**src/rtl/ifu_axi_fetch.sv**
```systemverilog
// ifu_axi_fetch: sequential instruction fetch over an AXI-lite read channel.
// Issues fetch PCs with a credit limit of FIFO_DEPTH (in-flight + buffered), tags
// each response with its PC from an in-order tag queue, and buffers the results
// toward the IDU. Redirects flush the buffer and drop stale in-flight responses.
// Optional build macro: IFU_FLOW_THROUGH_EN (zero-latency bypass when empty).
module ifu_axi_fetch #(
   parameter int unsigned        ADDR_W     = 32,
   parameter int unsigned        INST_W     = 32,
   parameter int unsigned        FIFO_DEPTH = 4,
   parameter logic [ADDR_W-1:0]  RESET_PC   = 32'h8000_0000,
   parameter int unsigned        PC_STEP    = 4
) (
   input  logic              clk,
   input  logic              resetn,
   input  logic              redirect_valid,
   input  logic [ADDR_W-1:0] redirect_pc,
   output logic              arvalid,
   output logic [ADDR_W-1:0] araddr,
   input  logic              arready,
   input  logic              rvalid,
   input  logic [INST_W-1:0] rdata,
   input  logic [1:0]        rresp,
   output logic              rready,
   output logic              inst_valid,
   output logic [INST_W-1:0] inst,
   output logic [ADDR_W-1:0] inst_pc,
   output logic              inst_err,
   input  logic              inst_ready
);

   localparam int unsigned      PTR_W   = $clog2(FIFO_DEPTH);
   localparam int unsigned      CNT_W   = PTR_W + 1;
   localparam logic [CNT_W:0]   DEPTH_W = (CNT_W + 1)'(FIFO_DEPTH);
   localparam logic [ADDR_W-1:0] PC_INC = ADDR_W'(PC_STEP);

   // Handshakes
   logic ar_hs, r_hs, out_hs;

   // Fetch / AR state
   logic [ADDR_W-1:0] fetch_pc_q, fetch_pc_d;
   logic [ADDR_W-1:0] araddr_q, araddr_d;
   logic              arvalid_q, arvalid_d;
   // Set when a redirect arrives while an AR is held but not yet accepted
   logic              stale_ar_q, stale_ar_d;
   logic [CNT_W-1:0]  inflight_q, inflight_d;
   logic [CNT_W-1:0]  drop_cnt_q, drop_cnt_d;

   // PC tag queue: one entry per accepted AR, popped per response
   logic [ADDR_W-1:0] tag_mem [FIFO_DEPTH];
   logic [PTR_W-1:0]  tag_wptr_q, tag_rptr_q;
   logic [ADDR_W-1:0] tag_head;

   // Instruction buffer
   logic [INST_W-1:0] fifo_inst [FIFO_DEPTH];
   logic [ADDR_W-1:0] fifo_pc   [FIFO_DEPTH];
   logic              fifo_err  [FIFO_DEPTH];
   logic [PTR_W-1:0]  wptr_q, wptr_d, rptr_q, rptr_d;
   logic [CNT_W-1:0]  count_q, count_d;
   logic              fifo_empty;
   logic              rsp_keep;
   logic              bypass;
   logic              fifo_push, fifo_pop;

   // Credit accounting
   logic [CNT_W:0]    used;
   logic              credit_idle, credit_b2b;

   assign rready   = 1'b1;
   assign arvalid  = arvalid_q;
   assign araddr   = araddr_q;

   assign ar_hs    = arvalid_q & arready;
   assign r_hs     = rvalid & rready;
   assign out_hs   = inst_valid & inst_ready;

   assign tag_head   = tag_mem[tag_rptr_q];
   assign fifo_empty = (count_q == '0);
   assign rsp_keep   = r_hs && (drop_cnt_q == '0);

`ifdef IFU_FLOW_THROUGH_EN
   assign bypass = fifo_empty && rsp_keep;
`else
   assign bypass = 1'b0;
`endif

   // A bypassed response consumed in the same cycle never touches the buffer
   assign fifo_push = rsp_keep && !(bypass && out_hs);
   assign fifo_pop  = out_hs && !fifo_empty;

   // Space is reserved at issue time: in-flight plus buffered must stay below depth
   assign used        = {1'b0, inflight_q} + {1'b0, count_q};
   assign credit_idle = (used < DEPTH_W);
   assign credit_b2b  = ((used + 1'b1) < DEPTH_W);

   // Fetch PC, AR channel, in-flight and drop counter next-state
   always_comb begin
      fetch_pc_d = fetch_pc_q;
      arvalid_d  = arvalid_q;
      araddr_d   = araddr_q;
      stale_ar_d = stale_ar_q;
      inflight_d = inflight_q;
      drop_cnt_d = drop_cnt_q;

      // Redirect wins; a stale AR being accepted must not advance the new PC
      if (redirect_valid) begin
         fetch_pc_d = redirect_pc;
      end else if (ar_hs && !stale_ar_q) begin
         fetch_pc_d = fetch_pc_q + PC_INC;
      end

      if (arvalid_q) begin
         if (arready) begin
            arvalid_d = credit_b2b;
            if (credit_b2b) begin
               araddr_d = fetch_pc_d;
            end
         end
      end else if (credit_idle) begin
         arvalid_d = 1'b1;
         araddr_d  = fetch_pc_d;
      end

      if (ar_hs) begin
         stale_ar_d = 1'b0;
      end
      if (redirect_valid && arvalid_q && !arready) begin
         stale_ar_d = 1'b1;
      end

      unique case ({ar_hs, r_hs})
         2'b10:   inflight_d = inflight_q + 1'b1;
         2'b01:   inflight_d = inflight_q - 1'b1;
         default: inflight_d = inflight_q;
      endcase

      // Everything outstanding after a redirect cycle is stale
      if (redirect_valid) begin
         drop_cnt_d = inflight_q + CNT_W'(ar_hs) - CNT_W'(r_hs);
      end else begin
         if (r_hs && (drop_cnt_q != '0)) begin
            drop_cnt_d = drop_cnt_d - 1'b1;
         end
         if (ar_hs && stale_ar_q) begin
            drop_cnt_d = drop_cnt_d + 1'b1;
         end
      end
   end

   // Instruction buffer pointer/count next-state; redirect empties it
   always_comb begin
      wptr_d  = wptr_q;
      rptr_d  = rptr_q;
      count_d = count_q;
      if (redirect_valid) begin
         wptr_d  = '0;
         rptr_d  = '0;
         count_d = '0;
      end else begin
         if (fifo_push) begin
            wptr_d = wptr_q + 1'b1;
         end
         if (fifo_pop) begin
            rptr_d = rptr_q + 1'b1;
         end
         count_d = count_q + CNT_W'(fifo_push) - CNT_W'(fifo_pop);
      end
   end

   // Outputs toward the IDU: buffer head, or the live response when bypassing
   always_comb begin
      inst_valid = !fifo_empty;
      inst       = '0;
      inst_pc    = '0;
      inst_err   = 1'b0;
      if (!fifo_empty) begin
         inst     = fifo_inst[rptr_q];
         inst_pc  = fifo_pc[rptr_q];
         inst_err = fifo_err[rptr_q];
      end
`ifdef IFU_FLOW_THROUGH_EN
      if (bypass) begin
         inst_valid = 1'b1;
         inst       = rdata;
         inst_pc    = tag_head;
         inst_err   = |rresp;
      end
`endif
   end

   // Control state registers with synchronous active-low reset
   always_ff @(posedge clk) begin
      if (!resetn) begin
         fetch_pc_q <= RESET_PC;
         araddr_q   <= RESET_PC;
         arvalid_q  <= 1'b0;
         stale_ar_q <= 1'b0;
         inflight_q <= '0;
         drop_cnt_q <= '0;
         tag_wptr_q <= '0;
         tag_rptr_q <= '0;
         wptr_q     <= '0;
         rptr_q     <= '0;
         count_q    <= '0;
      end else begin
         fetch_pc_q <= fetch_pc_d;
         araddr_q   <= araddr_d;
         arvalid_q  <= arvalid_d;
         stale_ar_q <= stale_ar_d;
         inflight_q <= inflight_d;
         drop_cnt_q <= drop_cnt_d;
         if (ar_hs) begin
            tag_wptr_q <= tag_wptr_q + 1'b1;
         end
         if (r_hs) begin
            tag_rptr_q <= tag_rptr_q + 1'b1;
         end
         wptr_q     <= wptr_d;
         rptr_q     <= rptr_d;
         count_q    <= count_d;
      end
   end

   // Storage arrays; contents are don't-care until written
   always_ff @(posedge clk) begin
      if (ar_hs) begin
         tag_mem[tag_wptr_q] <= araddr_q;
      end
      if (fifo_push && !redirect_valid) begin
         fifo_inst[wptr_q] <= rdata;
         fifo_pc[wptr_q]   <= tag_head;
         fifo_err[wptr_q]  <= |rresp;
      end
   end

endmodule

```
**config.mk**
```make
export PLATFORM = sky130hd
export DESIGN_NAME = ifu_axi_fetch
export DESIGN_NICKNAME = d
export VERILOG_FILES = /design/src/rtl/ifu_axi_fetch.sv
export SDC_FILE = /design/constraint.sdc
export NUM_CORES = 1
export LEC_CHECK = 0
export BUFFER_PORTS_ARGS = -buffer_cell sky130_fd_sc_hd__buf_4
export CAP_MARGIN = 10
export CORE_MARGIN = 3
export CORE_UTILIZATION = 51
export CTS_CLUSTER_DIAMETER = 100
export CTS_CLUSTER_SIZE = 16
export DETAILED_ROUTE_END_ITERATION = 12
export PLACE_DENSITY = 0.72
export REMOVE_ABC_BUFFERS = 1
export SLEW_MARGIN = 20
export SYNTH_ARGS = -nofsm -noshare
export SYNTH_HDL_FRONTEND = slang
export SYNTH_SLANG_ARGS = --single-unit
```
**constraint.sdc**
```tcl
create_clock -name clk -period 3.9 [get_ports clk]
set_input_delay 0.78 -clock clk [delete_from_list [all_inputs] [get_ports clk]]
set_output_delay 0.78 -clock clk [all_outputs]
set_load 0.01 [all_outputs]
```
======== Word-level counts from Yosys, hierarchy flattened ========
Memories as Yosys holds them, arrays and structs flattened. A register that Yosys moved wholly into a read port is not among the register bits.
Index checks and enable logic that the tools add are counted.
word-level totals
  logic and storage cells ................. 91
  output and inout port bits .............. 100
  flip-flop bits (word level) ............. 83
  memories kept ........................... 4
  RAM bits ................................ 388
cells by class
  multiplexer cells ....................... 31
  bitwise gates (word level) .............. 3
  add/sub/neg operators ................... 15
  reduce and logical (&&, ||, !) cells .... 21
  eq/ne operators ......................... 4
  order comparisons ....................... 2
memories
  memory     words  bits a word  rd ports  clocked after memory_dff  wr ports  line  source
  fifo_inst  4      32           1         1                         1         54    logic [INST_W-1:0] fifo_inst [FIFO_DEPTH];
  fifo_pc    4      32           1         1                         1         55    logic [ADDR_W-1:0] fifo_pc [FIFO_DEPTH];
  tag_mem    4      32           1         1                         1         49    logic [ADDR_W-1:0] tag_mem [FIFO_DEPTH];
  fifo_err   4      1            1         1                         1         56    logic fifo_err [FIFO_DEPTH];
operator list
  operator                                             count
  2-to-1 mux 32 bit                                    8
  adder 32 x 3 -> 32 bit (second input constant)       1
  2-to-1 mux 2 bit                                     8
  2-to-1 mux 3 bit                                     4
  2-to-1 mux 1 bit                                     10
  adder 2 x 1 -> 2 bit (second input constant)         4
  logical AND 1 bit                                    8
  < comparator 4 x 3 -> 1 bit (second input constant)  2
  adder 3 x 1 -> 3 bit                                 2
  adder 3 x 1 -> 3 bit (second input constant)         2
  zero test 3 bit                                      2
  one-hot mux 3 bit (2 select lines)                   1
  nonzero test 2 bit                                   3
  subtractor 3 x 1 -> 3 bit                            2
  subtractor 3 x 1 -> 3 bit (second input constant)    2
  adder 3 x 3 -> 4 bit                                 1
  adder 4 x 1 -> 4 bit (second input constant)         1
  zero test 1 bit                                      4
  OR reduction 2 bit                                   2
  AND reduction 3 bit                                  1
  nonzero test 3 bit                                   1
  AND 1 bit                                            2
  == test 2 x 1 -> 1 bit (second input constant)       1
  == test 2 bit (second input constant)                1
  3 further kinds                                      3

======== Logic depth before layout (Yosys ltp) ========
  depth in word-level cells ............... 7
  mapped depth ............................ 11
  gate-level depth less buffers ........... 11

======== Least setup slack after synthesis ========
No wires, ideal clock.
  path kind ............................... input to register
  start ................................... input redirect_valid
  end ..................................... memory fifo_err[0], enable pin
  library setup time ...................... 430 ps
  cell stages on the path ................. 3
  path buffers ............................ 1
  data arrival time ....................... 2,688 ps
  path slack .............................. 782 ps
  cells stage by stage .................... clkbuf_1 -> nor2_1 -> and2_1
between the ends
  longest elaborated chain between the ends .. 4
RTL lines
  item                                    line  source
  from (decl)                             15    input logic redirect_valid,
  zero test 1 bit                         228   if (fifo_push && !redirect_valid) begin
  logical AND 1 bit                       228
  2-to-1 mux 1 bit                        228
  2-to-1 mux 1 bit (not written as such)  231   fifo_err[wptr_q] <= |rresp;
  to (decl)                               56
No other way between the ends.

==> impl_metrics.tcl <==
set metrics [dict create \
    outcome "finished clean" \
    grtUsageTotal 0.1931 \
    stdcell_area_um2 21490 \
    finalHoldViolations 0 \
    die_y_um 197.4 \
    layout-drive-gt1-share 0.2779 \
    final_core_util 0.5997 \
    synth_edf_count 388 \
    fmax_mhz 313.6 \
    seqPwrFrac 0.555 \
    numCtsBuffers 35 \
    finalCritPeriodShare 0.8177 \
    start_kind "flop" \
    yosysSeqAreaShare 0.7169 \
    place_area_um2 20530 \
    path_common_cell "buf_4" \
    power_leakage_nw 7.433 \
    crit_arrival_ns 2.41 \
    nets 1337 \
    criticalPathCategory "reg2out" \
    drv_cap 0 \
    total_power_mw 11.02 \
    fill_cells 2692 \
    cts_tree "yes" \
    dp_hpwl_um 22970 \
    worst_pin_slew_ns 0.8980 \
    cts_max_level 2 \
    synth_top_area_share 0.6237 \
    p_sw_mw 2.708 \
    skew_ns 0.02469 \
    post_drt_wl_per_cell_um 21.63 \
    required_ns 3.12 \
    slew_headroom 0.4013 \
    clock-sinks 475 \
    grt_pass1_wl_um 57750 \
    synthTopCellsByArea "edfxtp_1, mux4_2, dfxtp_1" \
    overflow 0 \
    die_w_um 197.4 \
    grt_pass1_vias 9950 \
    ys_types 54 \
    synth_flop_cell "edfxtp_1" \
    ant_nets 0 \
    dr.first_iter.drc_count 616 \
    antenna_found_initial 0 \
    end_kind "output pin" \
    cts_resized 0 \
    p_comb_frac 0.150 \
    synthArstFlopShare 0 \
    core_region_area_um2 35830 \
    firstDrtPassIters 5 \
    fp-row-count 69 \
    finalSetupViolCount 0 \
    clkLatencyLatePin_ns 0.52 \
    clk_pin_slew_worst_paths_ns 0.07 \
    period_needed_ns 3.189 \
    via_per_inst 5.575 \
    cp_max_fo 22 \
    clock_tree.root_cell "clkbuf_16" \
    rr_startpoint "inflight_q[1]" \
    syn_area_per_cell_um2 17.47 \
    area_delta_synth_final_pct 15.02 \
    yosysTopAreaCell "edfxtp_1" \
    cts-hold-fix-buffers 0 \
    hold_depth 1 \
    post_cts_buffers 0 \
    power_density_nw_per_um2 513.0 \
    finalWirelength_um 37140 \
    placed_cells 1665 \
    hp-start "rdata[8]" \
    clockPowerShare 0.296 \
    hold_path_end "fifo_inst[2][8]" \
    power.internal_mw 8.314 \
    synthCells 1069 \
    final_cells 1717 \
    r2r_setup_slack_ns 1.06 \
    rsz0062_at_grt "false" \
    slowest_stage "dfxtp_4" \
    setup-tns-final_ns 0 \
    worstHoldPathType "in2reg" \
    via_count 9572 \
    final_cell_mix "edfxtp_1, buf_4, mux4_2, dfxtp_1, and2_1" \
    swShare 0.2457 \
    ys_warn_count 0 \
    cp_cell_sequence "buf_4, mux4_2, and2_1, buf_4" \
    start_util 0.5214 \
    diodes 0 \
    rr_worst_depth 7 \
    ir_drop_mv 0.2832 \
    syn_area_um2 18680 \
    layout_commonest_cell "edfxtp_1" \
    yosys_register_bits 475 \
    gp_congestion 0.7917 \
    port_buffers 170 \
    cts_buffer_depth 3 \
    reg2reg_to "araddr[10]" \
    die_area_um2 38960 \
    io_pins 172 \
    cp_slowest_stage_delay_ns 0.66 \
    drc 0 \
    grt_max_degree 67 \
    drv_slew 0 \
]
==> metrics by stage <==
stage | setup WS, ns | hold slack, ns
2_1_floorplan | -0.4846 | 0.4570
3_3_place_gp | 1.149 | 0.4783
3_5_place_dp | 1.095 | 0.4938
4_1_cts | 0.6139 | 0.4362
5_1_grt | 0.5175 | 0.4398
6_report | 0.7112 | 0.4623
==> cell families after synthesis <==
group                      Yosys count  share of synthesized area
DFF                                475                     0.7169
adders and majority gates           24                    0.01768
and+or+nand+nor                    256                    0.07515
AOI/OAI and AO/OA                   81                    0.02766
xor gates and xnor gates            43                    0.02016
buffers and inverters               78                    0.01775
muxes                              111                     0.1244
other                                1                  0.0002007
==> worst max-delay path by stage <==
stage                             start          to  slack, ns  cells past startpoint
after global placement          arready  araddr[31]       1.15                      7
after detailed placement  inflight_q[1]  araddr[30]       1.10                      7
after floorplan                    flop     inst[0]      -0.48                      2
after CTS                          flop    inst[26]       0.61                      4
after global routing               flop    inst[26]       0.52                      4
final                              flop    inst[26]       0.71                      4
==> sequential cells by signal, summed over array words and instances (netlist names), named ones only <==
signal      flops
fifo_inst     128
fifo_pc       128
tag_mem       128
araddr         32
fetch_pc_q     32
fifo_err        4
count_q         3
drop_cnt_q      3
inflight_q      3
rptr_q          2
tag_rptr_q      2
tag_wptr_q      2
wptr_q          2
arvalid         1
stale_ar_q      1
==> layer usage <==
metal	global-route usage	part of all wire
met1	0.2667	0.44
met3	0.03360	0.051
met4	0.04356	0.019
met5	0	0
met2	0.3269	0.49
==> cells in the mapped netlist, types with 2 or more instances <==
| library cell | count |
|---|---|
| and3_1 | 19 |
| a211oi_2 | 3 |
| and2_1 | 84 |
| mux4_2 | 97 |
| xnor2_1 | 30 |
| nor2_1 | 40 |
| fa_1 | 4 |
| ha_1 | 20 |
| buf_1 | 7 |
| clkbuf_1 | 28 |
| or3_1 | 2 |
| dfxtp_1 | 87 |
| nand4_1 | 13 |
| buf_4 | 5 |
| mux2i_1 | 14 |
| a21oi_1 | 24 |
| inv_1 | 20 |
| o21ai_0 | 26 |
| nor4_1 | 2 |
| edfxtp_1 | 388 |
| o211a_1 | 3 |
| o211ai_1 | 8 |
| nand3b_1 | 2 |
| xor2_1 | 13 |
| nand2_1 | 52 |
| nor3_1 | 3 |
| buf_2 | 16 |
| and4_1 | 2 |
| a21o_1 | 6 |
| nand2b_1 | 7 |
| nand3_1 | 18 |
| a211oi_1 | 4 |
==> critical path: cells and delay by family, from the launching register on <==
family / cells / cell delay (ns)
muxes: 1 / 0.55
buffers and inverters: 2 / 0.51
DFF: 1 / 0.66
and+or+nand+nor: 1 / 0.18
==> final cells by class <==
type / count / area (um2) / area share
flip-flops and latches: 475 / 13400 / 0.6237
multi-input cells: 516 / 4971 / 0.2314
repair buffers: 191 / 1496 / 0.06965
clock buffers: 48 / 924.6 / 0.04304
well taps: 461 / 576.8 / 0.02685
inverters: 22 / 82.58 / 0.003843
clock inverters: 4 / 32.53 / 0.001514
==> power groups by stage <==
stage	clock network (mW)	registers (mW)	logic (mW)
floorplan	0	6.20	0.885
global placement	0	6.21	1.66
detailed placement	0	6.23	1.68
CTS	3.36	6.12	1.69
global route	3.56	6.15	1.81
finish	3.26	6.11	1.65
Power figures use the tool's default switching activity.
